**config.mk**
```make
export PLATFORM = sky130hd
export DESIGN_NAME = backbone_product_acc
export DESIGN_NICKNAME = d
export VERILOG_FILES = /design/src/rtl/backbone_product_acc.sv
export SDC_FILE = /design/constraint.sdc
export NUM_CORES = 2
export LEC_CHECK = 0
export ABC_CLOCK_PERIOD_IN_PS = 158800
export BUFFER_PORTS_ARGS = -buffer_cell sky130_fd_sc_hd__buf_2
export CAP_MARGIN = 0
export CORE_ASPECT_RATIO = 2
export CORE_MARGIN = 2
export CORE_UTILIZATION = 44
export DETAILED_ROUTE_END_ITERATION = 7
export SYNTH_ARGS = -nofsm -noshare
export SYNTH_HDL_FRONTEND = slang
export SYNTH_SLANG_ARGS = --single-unit
```
**constraint.sdc**
```tcl
create_clock -name clk -period 158.8 [get_ports clk]
set_clock_uncertainty 0.2 [all_clocks]
set_input_delay 0 -clock clk [delete_from_list [all_inputs] [get_ports clk]]
set_output_delay 0 -clock clk [all_outputs]
set_load 0.02 [all_outputs]
```
**src/rtl/backbone_product_acc.sv**
```systemverilog
// Backbone product accumulator: selects one message per variable node, optionally skips one node,
// and reduces the selections by saturating fixed-point product (mode 0) or saturating sum (mode 1).
module backbone_product_acc #(
  parameter int J    = 14,
  parameter int A    = 2,
  parameter int DW   = 32,
  parameter int FRAC = 16,
  localparam int J_WIDTH = $clog2(J) + 1,
  localparam int A_WIDTH = $clog2(A) + 1
) (
  input  logic                   clk,
  input  logic                   rst,
  input  logic [J*A*DW-1:0]      s_alpha_u,
  input  logic [J*A_WIDTH-1:0]   s_x_initial,
  input  logic [J_WIDTH-1:0]     s_ind_j,
  input  logic                   s_excl_en,
  input  logic                   s_mode,
  input  logic                   s_valid,
  output logic                   s_ready,
  output logic [DW-1:0]          m_result,
  output logic                   m_sat,
  output logic                   m_idx_err,
  output logic                   m_valid,
  input  logic                   m_ready
);

  typedef enum logic [1:0] {IDLE, ACC, OUT} state_t;

  localparam logic signed [2*DW-1:0] HALF = (2*DW)'(1) << (FRAC - 1);
  localparam logic signed [2*DW-1:0] MAXW = ((2*DW)'(1) << (DW - 1)) - (2*DW)'(1);
  localparam logic signed [2*DW-1:0] MINW = -((2*DW)'(1) << (DW - 1));
  localparam logic signed [DW-1:0]   ONE  = DW'(1) << FRAC;

  state_t                  state;
  logic [J_WIDTH-1:0]      cnt;
  logic signed [DW-1:0]    acc;
  logic                    sat_q;
  logic                    err_q;
  logic                    mode_q;
  logic                    excl_q;
  logic [J_WIDTH-1:0]      ind_q;
  logic [DW-1:0]           alpha_q [J][A];
  logic [A_WIDTH-1:0]      x_q [J];

  logic [A_WIDTH-1:0]      x_cur;
  logic signed [DW-1:0]    sel;
  logic                    skip_excl;
  logic                    bad_idx;
  logic signed [2*DW-1:0]  prod;
  logic signed [DW:0]      sum;
  logic signed [2*DW-1:0]  wide;
  logic signed [DW-1:0]    acc_next;
  logic                    sat_hit;

  assign s_ready = (state == IDLE) && !rst;

  // Datapath for the node under cnt; exclusion takes precedence over a bad selector.
  always_comb begin
    x_cur = '0;
    sel   = '0;
    for (int j = 0; j < J; j++) begin
      if (cnt == J_WIDTH'(j)) begin
        x_cur = x_q[j];
        for (int a = 0; a < A; a++) begin
          if (x_q[j] == A_WIDTH'(a)) sel = alpha_q[j][a];
        end
      end
    end
    skip_excl = excl_q && (cnt == ind_q);
    bad_idx   = x_cur >= A_WIDTH'(A);
    prod = $signed({{DW{acc[DW-1]}}, acc}) * $signed({{DW{sel[DW-1]}}, sel});
    sum  = $signed({acc[DW-1], acc}) + $signed({sel[DW-1], sel});
    if (mode_q) wide = {{(DW-1){sum[DW]}}, sum};
    else        wide = (prod + HALF) >>> FRAC;
    sat_hit  = 1'b0;
    acc_next = wide[DW-1:0];
    if (wide > MAXW) begin
      acc_next = MAXW[DW-1:0];
      sat_hit  = 1'b1;
    end else if (wide < MINW) begin
      acc_next = MINW[DW-1:0];
      sat_hit  = 1'b1;
    end
    if (skip_excl || bad_idx) begin
      acc_next = acc;
      sat_hit  = 1'b0;
    end
  end

  always_ff @(posedge clk) begin
    if (rst) begin
      state     <= IDLE;
      cnt       <= '0;
      acc       <= '0;
      sat_q     <= 1'b0;
      err_q     <= 1'b0;
      m_valid   <= 1'b0;
      m_result  <= '0;
      m_sat     <= 1'b0;
      m_idx_err <= 1'b0;
    end else begin
      case (state)
        IDLE: begin
          if (s_valid) begin
            for (int j = 0; j < J; j++) begin
              x_q[j] <= s_x_initial[j*A_WIDTH +: A_WIDTH];
              for (int a = 0; a < A; a++) begin
                alpha_q[j][a] <= s_alpha_u[(j*A+a)*DW +: DW];
              end
            end
            ind_q  <= s_ind_j;
            excl_q <= s_excl_en;
            mode_q <= s_mode;
            cnt    <= '0;
            sat_q  <= 1'b0;
            err_q  <= 1'b0;
            acc    <= s_mode ? '0 : ONE;
            state  <= ACC;
          end
        end
        ACC: begin
          acc   <= acc_next;
          sat_q <= sat_q | sat_hit;
          err_q <= err_q | (bad_idx && !skip_excl);
          cnt   <= cnt + J_WIDTH'(1);
          if (cnt == J_WIDTH'(J - 1)) state <= OUT;
        end
        OUT: begin
          if (!m_valid) begin
            m_valid   <= 1'b1;
            m_result  <= acc;
            m_sat     <= sat_q;
            m_idx_err <= err_q;
          end else if (m_ready) begin
            m_valid <= 1'b0;
            state   <= IDLE;
          end
        end
        default: state <= IDLE;
      endcase
    end
  end

endmodule

```
==> summary.log <==
qor: run_status.result_of_the_run finished clean
qor: timing.timing_hold_violations_final 0
qor: timing.final_layout_setup_total_negative_slack 0 ns
qor: placed_design.dp_hpwl 231 mm
qor: worst_setup_path.crit_path_max_incr_delay 1.08 ns
qor: min_path.min_delay_worst_endpoint alpha_q[0][114]$_DFFE_PP_
qor: yosys.synth.cell_area 0.0784 mm²
qor: worst_setup_path.worstRegToRegCells 40
qor: yosys.postSynthCellCount 6836
qor: yosys.synth_top_cells_by_area sky130_fd_sc_hd__edfxtp_1 36%, sky130_fd_sc_hd__fa_1 28%, sky130_fd_sc_hd__inv_1 5.0%, sky130_fd_sc_hd__mux2i_1 4.5%, sky130_fd_sc_hd__and2_1 3.6%
qor: clock_tree.h-tree-depth 3
qor: placed_design.placement.io_buffers 970
qor: timing.tightestPinTransition 1.32 ns
qor: drt.postRouteWirelength 340 mm
qor: yosys.synth_edf_count 931
qor: finish.fillCellCount 13500
qor: clock_tree.cts-root-to-sink-buffers 3
qor: die.initial_core_util 0.442
qor: finish.final_core_util 0.608
qor: timing.maxClockFrequency 0.0643 GHz
qor: drt.wl_per_cell 28.4 µm
qor: timing.rsz_0062_raised_after_global_routing false
qor: worst_setup_path.critPathMaxFanout 32
qor: drt.dr.pass1.iters 8
qor: finish.fin_nets 11700
qor: yosys.yosys.area.top_type_share 0.356
qor: timing.timing.final.setup_violations 0
qor: flow_run.drv.max_cap_violation_count 0
qor: pwr.cellLeakagePower 46.6 nW
qor: grt.overflow 0
qor: yosys.synth_async_sr_flop_share 0
qor: finish.final_instance_count_excl_fillers 12000
qor: die.die_w 303 µm
qor: worst_setup_path.end_kind register
qor: yosys.synth_top_cell_by_area sky130_fd_sc_hd__edfxtp_1
qor: grt.groute.usage.overall 0.369
qor: min_path.hold_path.startpoint s_alpha_u[82]
qor: clock_tree.path_clk_slew 0.08 ns
qor: worst_setup_path.setup.worst_path.start_class register
qor: yosys.number_of_library_cell_types_mapped_by_synthesis 90
qor: finish.drive_gt1_frac 0.147
qor: yosys.ys_warnings 0
qor: timing.slew_viol_final 0
qor: worst_setup_path.critical_path.slowest_cell sky130_fd_sc_hd__fa_1
qor: yosys.synth_seq_cells 1007
qor: worst_setup_path.critPathRequiredTime 159.29 ns
qor: drt.route.detailed.vias_per_inst 5.70
qor: yosys.mappedNetlistNets 9068
qor: clock_tree.tritoncts built
qor: yosys.synth_ff_type sky130_fd_sc_hd__edfxtp_1
qor: die.fp.dieArea 0.182 mm²
qor: die.die_h 601 µm
qor: worst_setup_path.timing.rr.start x_q[0][2]$_DFFE_PP_
qor: min_path.hp-class in -> reg
qor: worst_setup_path.data_arrival_at_the_endpoint_of_the_critical_path 16.04 ns
qor: clock_tree.tritoncts_num_sinks 1007
qor: clock_tree.clk-insertion-delay-late 0.77 ns
qor: clock_tree.cts-buffers-inserted 92
qor: yosys.yosysSeqAreaShare 0.376
qor: min_path.min_delay_path_depth 2
qor: clock_tree.cts_root_buf sky130_fd_sc_hd__clkbuf_16
qor: worst_setup_path.timing.critical_path.max_delay_family adder cells
qor: worst_setup_path.cpMostUsedCell sky130_fd_sc_hd__fa_1
qor: drt.routed_via_count 68100
qor: drt.detailedRoute.firstIterationViolations 6724
qor: grt.wire_length_of_the_first_global_routing_pass 486 mm
qor: pwr.power.density_cell_area 14.4 mW/mm²
qor: worst_setup_path.reg2reg_to acc[21]$_SDFFE_PP0P_
qor: yosys.mean_syn_cell_area 11.5 µm²
qor: timing.max_slew_margin 0.106
qor: drt.drt.antenna.violating_nets 0
qor: finish.multi_input_area 0.0437 mm²
qor: grt.grt_antenna_before_repair 86
qor: worst_setup_path.path_buf_inv 6
qor: placed_design.place_congestion 0.994
qor: grt.via_count_of_the_first_global_routing_pass 75300
qor: drt.post_route_drc_violation_count 0
qor: clock_tree.post-cts-setup-buffers 0
qor: finish.syn2layout_area_growth 37.7%
qor: finish.area.sequential 0.0295 mm²
qor: die.floorplan.rows 219
qor: yosys.ys_top_cells_by_count 1084 x sky130_fd_sc_hd__fa_1, 1053 x sky130_fd_sc_hd__inv_1, 931 x sky130_fd_sc_hd__edfxtp_1
qor: yosys.yosys.cell_count.top_type sky130_fd_sc_hd__fa_1
qor: timing.timing.final.crit_period 15.56 ns
qor: grt.grt_max_degree 175
qor: pwr.vdd.ir_drop.worst 21.0 µV
qor: timing.min_period_over_period 0.0980
qor: die.placeableCoreArea 0.178 mm²
qor: die.pin_count 971
qor: placed_design.cell_count_after_placement 9828
qor: worst_setup_path.criticalPathCategory reg -> reg
qor: worst_setup_path.r2r_slack 143.24 ns
## layout make-up
type / count / area share
Antenna cell: 94 / 0.00218
Timing Repair Buffer: 2961 / 0.227
Tap cell: 2320 / 0.0269
Sequential cell: 1007 / 0.273
Multi-Input combinational cell: 4354 / 0.404
Clock buffer: 109 / 0.0223
Inverter: 1054 / 0.0366
Clock inverter: 61 / 0.00784
## what timing repair did
item,in CTS,in global routing
endpoints found under the hold margin,1036,0
hold buffers,1867,0
gates resized for setup,0,0
## worst max path at each step
stage | from | end | slack, ns | depth (start not counted)
2_1_floorplan | rst | alpha_q[0][0]$_DFFE_PP_ | 92.53 | 2
3_3_place_gp | x_q[0][2]$_DFFE_PP_ | acc[30]$_SDFFE_PP0P_ | 143.86 | 40
3_5_place_dp | x_q[0][2]$_DFFE_PP_ | acc[17]$_SDFFE_PP0P_ | 143.70 | 40
4_1_cts | x_q[0][2]$_DFFE_PP_ | acc[19]$_SDFFE_PP0P_ | 143.63 | 40
5_1_grt | x_q[0][2]$_DFFE_PP_ | acc[21]$_SDFFE_PP0P_ | 142.66 | 40
6_report | x_q[0][2]$_DFFE_PP_ | acc[21]$_SDFFE_PP0P_ | 143.24 | 40
## state kept, by name (all words and copies together), names as in the netlist
register,count
state,2
acc,32
excl_q,1
m_result,32
m_sat,1
alpha_q,896
err_q,1
x_q,28
sat_q,1
m_valid,1
m_idx_err,1
ind_q,5
cnt,5
mode_q,1
## cell usage in the layout, fill, tap and decap left out, drive strengths merged, types with 64 or more instances in the layout
master / count
and2: 449
o21ai: 90
a211oi: 80
dfxtp: 76
diode: 94
inv: 1062
clkbuf: 109
mux2: 64
dlygate4sd3: 1867
a21oi: 286
o22ai: 65
buf: 1094
nand2: 661
nor2: 196
fa: 1084
ha: 213
edfxtp: 931
mux2i: 356
nor3: 92
and3: 66
## metrics by stage
stage | setup slack (ns) | area, µm² | hold WS, ns | total power [mW]
3_3_place_gp | 143.86 | 85800 | -0.0238 | 1.24
2_1_floorplan | 92.53 | 78400 | -0.101 | 0.949
4_1_cts | 143.63 | 108000 | 0.000286 | 1.53
5_1_grt | 142.66 | 108000 | 0.0303 | 1.64
6_report | 143.24 | 108000 | 0.0555 | 1.55
3_5_place_dp | 143.70 | 85800 | -0.0219 | 1.25
## cell families after synthesis
group | Yosys count | synth area share
xor gates and xnor gates | 80 | 0.00893
and+or+nand+nor | 1740 | 0.111
buffers and inverters | 1475 | 0.0712
adders and majority gates | 1297 | 0.311
muxes | 420 | 0.0546
AOI/OAI and AO/OA | 817 | 0.0682
DFF | 1007 | 0.376
## where the power goes
group	total, mW	internal (mW)	leakage [nW]	switching, mW
Sequential	0.318	0.304	9.24	0.0144
Clock	0.257	0.134	1.57	0.123
Combinational	0.976	0.363	35.8	0.614
Total	1.55	0.800	46.6	0.750
## routing by layer
metal | wire, µm | global-route usage | vias up | part of all wire
met3 | 26300 | 0.0695 | 1680 | 0.077
met5 | 83 | 0 | - | 0.00024
met2 | 174000 | 0.659 | 4692 | 0.51
li1 | - | - | 27900 | -
met1 | 101000 | 0.356 | 33800 | 0.30
met4 | 37500 | 0.331 | 12 | 0.11
## worst reg2reg max path, delay by kind of cell (launching register included)
family / cells / cell delay [ns]
AO/OA/AOI/OAI: 14 / 4.26
adder cells (fa/ha/maj): 9 / 5.19
buffers and inverters: 6 / 1.45
flip-flops: 1 / 0.79
multiplexers: 1 / 1.03
AND/OR/NAND/NOR: 10 / 2.58
No activity file was read; power rests on OpenSTA's default activity.
